[config.mk]
export PLATFORM = sky130hd
export DESIGN_NAME = gpio_in4
export DESIGN_NICKNAME = d
export VERILOG_FILES = /design/src/rtl/gpio_in4.sv
export SDC_FILE = /design/constraint.sdc
export NUM_CORES = 1
export LEC_CHECK = 0
export ABC_CLOCK_PERIOD_IN_PS = 3200
export CORE_ASPECT_RATIO = 1.25
export CORE_MARGIN = 4
export CORE_UTILIZATION = 50
export CTS_BUF_LIST = sky130_fd_sc_hd__clkbuf_4 sky130_fd_sc_hd__clkbuf_8 sky130_fd_sc_hd__clkbuf_16
export DETAILED_ROUTE_END_ITERATION = 10
export GPL_ROUTABILITY_DRIVEN = 0
export PLACE_DENSITY = 0.7
export SLEW_MARGIN = 0
export SYNTH_ARGS = -nofsm -noshare
export SYNTH_HDL_FRONTEND = slang
export SYNTH_SLANG_ARGS = --single-unit
export TNS_END_PERCENT = 100
[constraint.sdc]
create_clock -name clk -period 3.2 [get_ports clk]
set_input_delay 0.8 -clock clk [delete_from_list [all_inputs] [get_ports clk]]
set_output_delay 0.8 -clock clk [all_outputs]
set_load 0.005 [all_outputs]
[src/rtl/gpio_in4.sv]
// Four-port GPIO input block: synchronises and glitch-filters four pin ports,
// exposes filtered values and sticky edge-capture flags with a level interrupt.
module gpio_in4 #(
  parameter int WIDTH = 32,
  parameter int DIV   = 1,
  parameter int EDGE  = 0
) (
  input  logic             clk,
  input  logic             reset,
  input  logic             cs,
  input  logic             wen,
  input  logic [2:0]       addr,
  input  logic [WIDTH-1:0] din,
  output logic [WIDTH-1:0] dout,
  input  logic [WIDTH-1:0] pina,
  input  logic [WIDTH-1:0] pinb,
  input  logic [WIDTH-1:0] pinc,
  input  logic [WIDTH-1:0] pind,
  output logic             irq
);

  localparam int CW = (DIV > 1) ? $clog2(DIV) : 1;

  logic [3:0][WIDTH-1:0] pins;
  logic [3:0][WIDTH-1:0] sync1;
  logic [3:0][WIDTH-1:0] sync2;
  logic [3:0][WIDTH-1:0] samp;
  logic [3:0][WIDTH-1:0] filt;
  logic [3:0][WIDTH-1:0] same;
  logic [3:0][WIDTH-1:0] filtnext;
  logic [3:0][WIDTH-1:0] setbits;
  logic [3:0][WIDTH-1:0] clrbits;
  logic [3:0][WIDTH-1:0] cap;
  logic [CW-1:0]         cnt;
  logic [1:0]            syncvalid;
  logic                  tick;
  logic                  primed;

  assign pins = {pind, pinc, pinb, pina};
  assign tick = (cnt == CW'(DIV - 1));

  always_comb begin
    for (int p = 0; p < 4; p++) begin
      same[p]     = ~(sync2[p] ^ samp[p]);
      filtnext[p] = (filt[p] & ~same[p]) | (sync2[p] & same[p]);
      setbits[p]  = '0;
      if (tick && primed) begin
        if (EDGE != 2) setbits[p] = setbits[p] | (filtnext[p] & ~filt[p]);
        if (EDGE != 1) setbits[p] = setbits[p] | (filt[p] & ~filtnext[p]);
      end
      clrbits[p] = (cs && wen && addr[2] && (addr[1:0] == 2'(p))) ? din : '0;
    end
  end

  // Priming waits until the synchroniser holds a real pin sample, so the
  // first loaded value never looks like an edge from the zeroed reset state.
  always_ff @(posedge clk or negedge reset) begin
    if (!reset) begin
      sync1     <= '0;
      sync2     <= '0;
      samp      <= '0;
      filt      <= '0;
      cap       <= '0;
      cnt       <= '0;
      syncvalid <= '0;
      primed    <= 1'b0;
    end else begin
      sync1     <= pins;
      sync2     <= sync1;
      syncvalid <= {syncvalid[0], 1'b1};
      cnt       <= tick ? '0 : cnt + CW'(1);
      if (tick && syncvalid[1]) begin
        samp <= sync2;
        if (!primed) begin
          filt   <= sync2;
          primed <= 1'b1;
        end else begin
          filt <= filtnext;
        end
      end
      // Set takes priority over a simultaneous clear of the same bit.
      cap <= (cap & ~clrbits) | setbits;
    end
  end

  always_comb begin
    dout = addr[2] ? cap[addr[1:0]] : filt[addr[1:0]];
  end

  assign irq = |cap;

endmodule

Word level (Yosys, flattened, before mapping):

Cells that the tools add are included.

* register bits after elaboration: 644

* reduce and logical (&&, ||, !) cells: 10
* bitwise operators: 48
* add/subtract/negate cells: 1
* mux-type cells: 19
* equality and inequality tests: 3
* magnitude comparators: 1

Operators by type and width (count)
* 32-bit AND: 16
* 32-bit inverter: 16
* 32-bit 2-to-1 mux: 15
* 32-bit bitwise OR: 8
* 128-bit AND: 1
* 32-bit binary-select mux with 2-bit select: 2
* 128-bit 2-to-1 mux: 1
* 128-bit inverter: 1
* 128-bit bitwise OR: 1
* 128-bit OR reduction: 1
* 32-bit bitwise XOR: 4
* 1-bit logical AND: 8
* 2-bit equality test (second input constant): 2
* 2-bit by 3-bit less-than comparator with 1-bit output (second input constant): 1
* 2-bit by 1-bit equality test with 1-bit output (second input constant): 1
* 2-bit zero test: 1
* 1-bit adder (second input constant): 1
* 1-bit 2-to-1 mux: 1
* 1-bit inverter: 1

Longest topological paths before layout:

Gate-level depths: netlist of the first run.

* depth in word-level cells: 10
* mapped depth: 8
* mapped depth without buffers: 4

Worst setup path after synthesis of the first run:

OpenSTA, ideal clock, no wires.

* path type: input to output
* start: input port addr[0]
* end: output port dout[12]
* required time: 2.400 ns
* slack: 0.435 ns
* arrival time: 1.965 ns
* stages on the path: 5
* path buffers: 3
* cells stage by stage: buf_6 > buf_6 > buf_6 > mux4_2 > mux2_4

* cells in the longest elaborated chain, start to end: 3
* elaborated cells between the ends (all ways): 5
* classes of those cells: 5 x mux

RTL lines
* from (decl): line 12 `input logic [2:0] addr,`
* 32-bit binary-select mux with 2-bit select: line 87 `dout = addr[2] ? cap[addr[1:0]] : filt[addr[1:0]];`
* 32-bit 2-to-1 mux (implied by the code): line 87
* 32-bit 2-to-1 mux *: line 87
* to (decl): line 14 `output logic [WIDTH-1:0] dout,`

Every way passes the cells marked *; elsewhere a longest branch is shown, timed or not. The select of a mux whose other input is x is not followed.

Worst setup path in the final report of the first run:

* start: input port addr[0]
* end: output port dout[14]

Same word-level chain as after synthesis.

==> impl_results.md, run 1 <==
* Status: finished clean
* Largest family of logic cells by synthesized area: simple AND/OR/NAND/NOR gates
* CP max stage delay at about 500 ps
* CTS root buf: clkbuf_16
* Synth top area cells: dfrtp_1 57%, nand2b_1 8.1%, mux2_2 5.6%
* Max_cap viols at 0
* Post-DP Area at 31300 µm²
* Data required, critical path at ~2400 ps
* XOR/XNOR Fraction of Synth Area at 0%
* Worst-path cell chain: buf_16 > buf_12 > mux4_2 > mux2_4 > clkdlybuf4s50_1
* Cell taking the most area after synthesis: dfrtp_1
* Die width at between 200 and 250 µm
* TritonCTS Buffers at between 60 and 70
* Fraction of synthesized area in multiplexers at between 10% and 20%
* Layout area overhead at 20.5%
* Ys flop type: dfrtp_1
* Die Height at about 270 µm
* Mapped Area at ~28000 µm²
* Hold crit path type: in -> async
* Clk Latency, worst-skew pair at roughly 600 ps
* Worst vdd ir at ~0.43 mV
* Final Max Slew Viols at 0
* DRC at 0
* Sequential element share of the synthesized area at between 50% and 60%
* Util after Layout at between 60% and 70%
* Final Skew at around 18 ps
* Slew of the pin with the lowest slew margin at 952 ps
* H-tree Lvls at 3
* First-pass GRT wire length at around 110000 µm
* Async SR Flop Fraction at 100%
* # IOs at 200
* Initial Util at between 50 and 60%
* Synthesized instance count at approximately 2500
* Syn nets at 2628
* Max Fclk at approximately 310 MHz
* Setup Crit Path Kind: in -> out
* Worst setup EP type: output pin
* Hold WS at 212 ps
* Vias in the first global route at 21059
* NumNets Final at 2852
* Final Cycle Share at between 90% and 100%
* Initial antenna violation count at 2
* Critical path fanouts, max at 7
* Clock slew seen by the registers of the worst setup and hold paths at ~60 ps
* CTS Hold Bufs at 0
* Post-Synth Adder-Cell Area at 0%
* Routed len/inst at about 20 µm
* Yosys cell types at 25
* Port buffer count at a little under 200
* Worst Setup Slack, final at between 15 and 20 ps
* Final setup vio count at 0
* Setup_tns at 0 ps
* Complex-gate fraction of the synthesized area at between 10 and 15%
* Worst slew margin at around 37%
* Number of synthesized flops with an enable pin at 0
* Reg2Reg Launch Point: primed
* Final Hold Fails at 0
* Core ar. at about 56000 µm²
* Vias per cell at a little under 6
* Fin cells at 3475
* HPWL Detailed at roughly 45000 µm
* Simple-Gate Fraction of Synth Area at a little under a fifth
* Post-layout min period at approximately 3200 ps
* Pwr Density at 585 nW/µm²
* Final wirelength at about 70000 µm
* Pre-CTS worst setup slack at -287 ps
* Grt ovf at 0
* Cell count after placement at between 3000 and 4000
* Final Instance Area at ~34000 µm²
* Area share of the largest cell type after synthesis at roughly 57%
* Die area at roughly 60000 µm²
* Post-route ant nets at 0
* Leakage at approximately 14 nW
* Vias at 20069
* Worst endpoint data arrival time at around 2400 ps
* Synthesized flop and latch total at around 640
* CP startpoint kind: input pin
* Ys Warns at 0
* Slowest-stage cell, CP: mux4_2
* RSZ-0062 raised after global routing: true
* Pin count of the biggest net entering global routing at 202
* Iteration-0 DRC Markers at between 1500 and 2000
* TritonCTS clock tree: yes
* Critical path startpoint: addr[0]
* First drt pass iteration count at 6
* Total power at roughly 20 mW
* Mean area per synthesized cell at between 10 and 15 µm²
* Core Rows at 97
* GRT Util Overall at between 20% and 30%
* Layout cell share with drive strength beyond 1 at 16.1%
* TritonCTS Sinks at about 640
* Deepest clock path buffer count at 3
-- cell type report --
class	count	area, µm²
multi-input cells	1702	11800
repair buffers	272	2970
clock buffers	100	2110
well taps	742	928
diodes	1	2.50
clock inverters	15	155
fillers	4299	21900
flip-flops and latches	643	16100
-- synth_stat cells (2+ instances only) --
library cell and count:
nand3_1 2, o21ai_0 128, a22o_1 128, mux2_2 141, nand2b_1 368, nand4_1 8, buf_6 4, nor4_1 34
nor3b_2 2, a21oi_1 256, nand2_1 164, buf_2 63, mux2_4 19, clkbuf_1 47, mux4_2 64, nor3_1 128
dfrtp_1 643, nor2_1 145, nand3b_1 111
-- registers in the layout, indices dropped and copies added, names as in the netlist --
signal / flops
sync1: 128
syncvalid: 2
cap: 128
primed: 1
filt: 128
sync2: 128
samp: 128
-- cells by family after synthesis --
logic type      Yosys count
compound gates          512
buf+inv                 116
flops                   643
mux                     224
other cells               1
simple gates            965
-- power by group --
part           internal [mW]  switching (mW)
Clock                   4.79            3.15
Sequential              8.81           0.749
Combinational           1.41            1.01
-- worst max-delay path, delay by kind of cell --
kind	cells	cell delay, ps
buffers and inverters	3	770
muxes	2	790
-- routing by layer --
layer	share of wire, %	track usage, %	vias up
li1	-	-	9186
met1	39	29.2	10143
met2	51	40.8	577
met3	5.2	3.76	161
met4	3.8	9.82	2
met5	0.018	0	-
-- placed cells by master (no fill, tap or decap), drive strengths merged --
| cell | synthesis | final |
|---|---|---|
| nor3 | 129 | 129 |
| nor4 | 34 | 34 |
| conb | 1 | 1 |
| a21oi | 256 | 256 |
| or2 | 1 | 1 |
| clkinv | 0 | 10 |
| mux2 | 160 | 160 |
| nand4 | 8 | 8 |
| nand3b | 111 | 111 |
| dlymetal6s2s | 0 | 8 |
| nand2b | 368 | 368 |
| nor2 | 146 | 146 |
| dlygate4sd2 | 0 | 6 |
| nor3b | 2 | 2 |
| o21ai | 128 | 128 |
| bufinv | 0 | 3 |
| a22o | 128 | 128 |
| dfrtp | 643 | 643 |
| clkbuf | 48 | 102 |
| clkdlybuf4s50 | 0 | 180 |
| nand3 | 2 | 2 |
| mux4 | 64 | 64 |
| diode | 0 | 1 |
| nand2 | 164 | 164 |
| clkinvlp | 0 | 2 |
| buf | 68 | 76 |
-- final timing paths --
path	endpoint	cells after the start	slack [ps]
max in group asynchronous	sync1[24]	2	2070
min reg2reg	sync2[60]	0	350
max	dout[14]	5	20
min in group clk	sync2[60]	0	350
max reg2reg	filt[25]	4	1310
min	sync1[104]	1	210
-- repair_timing --
action | CTS | global route
cloned | 4 | 1
pin swaps | 3 | 4
endpoints found under the setup margin | 33 | 17
buffers inserted | 7 | 4
resized for setup | 30 | 29
No activity file was read; power rests on OpenSTA's default activity.
==> run 2, diff against run 1 <==
- CTS_BUF_LIST: sky130_fd_sc_hd__clkbuf_4 sky130_fd_sc_hd__clkbuf_8 sky130_fd_sc_hd__clkbuf_16 -> default
- RECOVER_POWER: default -> 50
==> run 2 against run 1 <==
  * The flow now finishes with violations (capacitance limit, slew limit)
  * Highest routed layer unchanged
  * Register-to-register slack barely moved
  * Via count rose by 0.24%
  * Critical endpoint unchanged
  * Routed wire length barely moved
==> impl_results.md, run 2 (synthesized netlist as in run 1, its figures left out) <==
* Status: complete, but fails checks
* Failing checks: capacitance limit, slew limit
* TritonCTS clock tree: yes
* Max Fclk at ~310 MHz
* GRT busiest layer: met2
* Core Rows at 97
* GRT Util Overall at 23.5%
* Post-layout min period at 3180 ps
* Port buffer count at 199
* Worst Hold Depth at 0
* Switching Share at roughly 25%
* Die area at between 60000 and 70000 µm²
* Hold crit path type: reg -> reg
* Vias at a little over 20000
* Worst slew margin at -40.7%
* Initial antenna violation count at 2
* Die width at 221 µm
* Worst vdd ir at 0.431 mV
* Worst hold start: sync1[60]
* Final Instance Area at roughly 34000 µm²
* Final Cycle Share at between 90% and 100%
* Core ar. at ~56000 µm²
* H-tree Lvls at 3
* NumNets Final at 2852
* TritonCTS Buffers at 66
* RSZ-0062 raised after global routing: true
* Sequential fraction of design power at between 40% and 50%
* Grt met1 use at between 20 and 30%
* Grt ovf at 0
* Vias per cell at between 5 and 6
* Clk Latency, worst-skew pair at approximately 600 ps
* Met2 Track Usage GR at roughly two fifths
* Final setup vio count at 0
* Worst Reg-to-Reg Cells at 4
* Register area at 16100 µm²
* Worst endpoint data arrival time at 2380 ps
* Layout cell share with drive strength beyond 1 at ~15%
* Post-route ant nets at 0
* Leading cell type in the layout, fill and taps excluded: dfrtp_1
* Iteration-0 DRC Markers at 1684
* Worst setup EP type: output pin
* Clock share of power at roughly two fifths
* Critical path fanouts, max at 7
* Most frequent cells in the layout: 641 x dfrtp_1, 367 x nand2b_1, 256 x a21oi_1, 164 x nand2_1, 145 x nor2_1
* DRC at 0
* CTS root buf: clkbuf_16
* Initial Util at 50.5%
* Die Height at between 200 and 300 µm
* Gate power share at roughly 12%
* Routed len/inst at around 20 µm
* First drt pass iteration count at 5
* Critical path startpoint: addr[0]
* Final wirelength at between 70000 and 80000 µm
* # fillers at 4309
* Final Hold Fails at 0
* Int Pwr at 14.9 mW
* Pwr Density at ~580 nW/µm²
* Vias in the first global route at around 21000
* Reg2Reg Launch Point: primed
* Setup_tns at 0 ps
* Hold WS at about 350 ps
* TritonCTS Sinks at about 640
* HPWL Detailed at between 40000 and 50000 µm
* Deepest clock path buffer count at 3
* Setup Crit Path Kind: in -> out
* Data required, critical path at around 2400 ps
* P_sw at 4.93 mW
* Post-DP Area at 31300 µm²
* Leakage at 14.3 nW
* Final Max Slew Viols at 71
* Max_cap viols at 1
* Final Skew at 17.5 ps
* # IOs at 200
* Slew of the pin with the lowest slew margin at between 2000 and 2500 ps
* CP startpoint kind: input pin
* Layout area overhead at 20.0%
* Area occupied by multi-input gates at approximately 12000 µm²
* First-pass GRT wire length at 112000 µm
* CTS Hold Bufs at 0
* Clock slew seen by the registers of the worst setup and hold paths at roughly 60 ps
* Pin count of the biggest net entering global routing at around 200
* GRT met3 Usage at 3.76%
-- run 2: worst max-delay path, cell delays in order --
cell             delay (ps)
buf_16                  150
buf_12                  160
mux4_2                  500
mux2_4                  290
clkdlybuf4s50_1         460
-- run 2: power by group through the flow --
stage               Clock [mW]  Combinational (mW)  Sequential [mW]
finish                    7.84                2.38             9.56
global route              8.37                2.64             9.66
CTS                       8.02                2.45             9.54
detailed placement           0                2.40             9.67
global placement             0                2.29             9.60
floorplan                    0                1.54             9.41
-- run 2: repair_timing --
item	in CTS	in global routing
hold endpoints to repair	0	0
pin swaps	3	4
setup endpoints to repair	33	17
cloned	4	1
buffers inserted	7	4
gates resized for setup	30	29
-- run 2: layout make-up --
type                    count  share of cell area (%)
clock inverters            15                   0.457
clock buffers             100                    6.07
flip-flops and latches    643                    47.5
diodes                      1                 0.00738
well taps                 742                    2.74
multi-input cells        1702                    34.8
repair buffers            272                    8.49
-- run 2: stage by stage --
| stage | power, mW | setup slack (ps) | cells | util (%) |
|---|---|---|---|---|
| after floorplan | 11.0 | 435 | 2461 | - |
| after global placement | 11.9 | -282 | 3343 | 56.0 |
| after detailed placement | 12.1 | -287 | 3343 | 56.0 |
| after CTS | 20.0 | -81.7 | 3469 | 60.4 |
| after global routing | 20.7 | -26.1 | 3475 | 60.6 |
| final | 19.8 | 21.7 | 3475 | 60.6 |
-- run 2: routing by layer --
metal  up-vias  wire length (µm)
met5         -                13
met4         2              2730
met3       166              3350
met2       569             36200
met1     10198             28200
li1       9182                 -
-- run 2: path summary, 6_finish.rpt --
path / endpoint / slack, ps
min reg2reg: sync2[60] / 350
min in group asynchronous: sync1[104] / 820
max: dout[14] / 20
min: sync2[60] / 350
max reg2reg: filt[25] / 1310
max in group asynchronous: syncvalid[1] / 460
==> RTL change (config.mk and constraints of run 1) <==
The parameter `EDGE` goes from 0 to 1.
--- a/src/rtl/gpio_in4.sv
+++ b/src/rtl/gpio_in4.sv
@@ -5,3 +5,3 @@
   parameter int DIV   = 1,
-  parameter int EDGE  = 0
+  parameter int EDGE  = 1
 ) (
Function: no difference found for any inputs over 4 cycles, from zero or initial values and one cycle with reset low; that may be too few to reach the edited logic, so the function may still have changed.
==> RTL change against run 1 <==
Clock skew is 0.0015 ns lower; design area is 5.7% lower; routed wire length is 7.3% lower; fmax is 0.30% higher; sequential cell count stayed put; setup slack better by 0.0095 ns; core utilization is 0.99 points higher; total power is 0.34% lower; first-iteration DRC count is 22% lower; register-to-register slack better by 0.05 ns; synthesized area is 6.5% lower; sequential power is 0.4% lower; critical path depth stayed put; largest cell class unchanged.
==> RTL change: results (changes against run 1) <==
[outcome]
status=complete, no violations

[worst_setup_path]
slowest_stage=mux4_2
critical_path_arrival_ns=2.37
reg2reg_slack_ns=1.36  ; +0.05 ns
critPathMaxStageDelay_ns=0.49
crit_family=multiplexers
r2r_cells=3  ; -1
r2r_start=syncvalid[1]
r2r-end=filt[57]
worst-path-max-fanout=11  ; +4

[yosys]
netlist_top_cells_area=dfrtp_1, mux2_2, o221a_2, a32o_1, mux4_2
synthArstFlopShare=1.000  ; unchanged
ys_seq_area_frac=0.6092  ; +0.03966
synth_common_cells=dfrtp_1, nand2_1, mux2_2
yosysWarnings=0  ; unchanged
ys_types=25  ; unchanged
syn_nets=2093  ; -20%
syn_inst=1926  ; -22%

[cells_and_area]
n_fill_cell=3894  ; -9.4%
drive_gt1_frac=0.2550  ; +0.09353
fin_nets=2337  ; -18%
diodes=0  ; -1

[grt]
grt_pass1_wl_um=103100  ; -8.1%
grt_pass1_vias=18840  ; -11%
grt_antenna_before_repair=1  ; -1
grt.total_usage=0.2313  ; -0.003911
grt_max_degree=197  ; -2.5%

[detailed_routing]
drt_iter0_drc=1294  ; -22%
avgViaCountPerCell=6.050  ; +4.8%
vias=17460  ; -13%
wl_per_cell_um=22.61  ; +12%
drtPass1Iterations=5  ; -1

[placement]
post_dp_cell_area_sq_um=29510  ; -5.8%
dp.cells=2749  ; -18%
post-dp-hpwl_um=41330  ; -8.6%
pre_cts_slack_ns=-0.2858  ; +0.001640 ns
portBuffers=199  ; unchanged

[power_and_ir_drop]
p_sw_frac=0.2405  ; -0.006109
p_leak_nw=14.06  ; -1.7%
peakVddDrop_mv=0.4592  ; +6.7%

[clock_network]
clk_latency_ns=0.60  ; about the same
htree_levels=3  ; unchanged
clkTransAtPathRegs_ns=0.06  ; about the same
cts_buffers=66  ; unchanged
cts_buffer_depth=3  ; unchanged
root_buffer=clkbuf_16

[hold_path]
hp-class=input port to async pin

[sta]
holdWs_ns=0.09193  ; -0.1200 ns
skew_ns=0.01629  ; -0.001510 ns
relSlewSlack=0.3285  ; -0.03688

RTL change: cell type report:
class                   instances  area [sq um]  share of cell area
flip-flops and latches        643         16100              0.5015
multi-input cells            1051          9442              0.2941
repair buffers                278          2949             0.09187
clock buffers                  95          2044             0.06369
well taps                     665         832.0             0.02592
inverters                     130         488.0             0.01520
clock inverters                23         249.0            0.007756
RTL change: cells by family after synthesis:
group | after synthesis | synth area share
AOI/OAI and AO/OA | 504 | 0.1614
buffers and inverters | 232 | 0.03790
DFF | 643 | 0.6092
muxes | 224 | 0.1283
other | 1 | 0.0001420
and+or+nand+nor | 322 | 0.06305
RTL change: per-stage QoR:
step / setup TNS (ns) / utilization
global route: -0.02548 / 0.6186
finish: 0 / 0.6186
CTS: -0.05240 / 0.6153
detailed placement: -7.431 / 0.5685
floorplan: 0 / -
global placement: -7.122 / 0.5685
RTL change: what timing repair did:
item,in CTS,in global routing
pin swaps,3,2
endpoints found under the setup margin,33,13
gates cloned,1,0
resized for setup,37,17
buffers inserted,4,13
RTL change: worst max path at each step:
stage	from	to	slack, ns	depth (start not counted)
finish	addr[0]	dout[15]	0.03	5
global route	cap[45]	irq	-0.02	7
CTS	cap[41]	irq	-0.05	7
detailed placement	addr[0]	dout[5]	-0.29	5
global placement	addr[0]	dout[18]	-0.28	5
floorplan	addr[0]	dout[10]	0.40	4
RTL change: per-layer routing:
metal	track usage	wire, um	vias to the layer above
met4	0.1005	2547	2
met5	0	13	-
li1	-	-	7668
met2	0.3850	32570	506
met3	0.04723	3800	156
met1	0.2947	26310	9123
RTL change: power by group through the flow:
stage | sequential (mW) | combinational (mW) | clock (mW)
2_1_floorplan | 9.38 | 1.50 | 0
3_3_place_gp | 9.59 | 2.22 | 0
3_5_place_dp | 9.64 | 2.34 | 0
4_1_cts | 9.51 | 2.35 | 8.20
5_1_grt | 9.60 | 2.56 | 8.54
6_report | 9.52 | 2.33 | 8.01
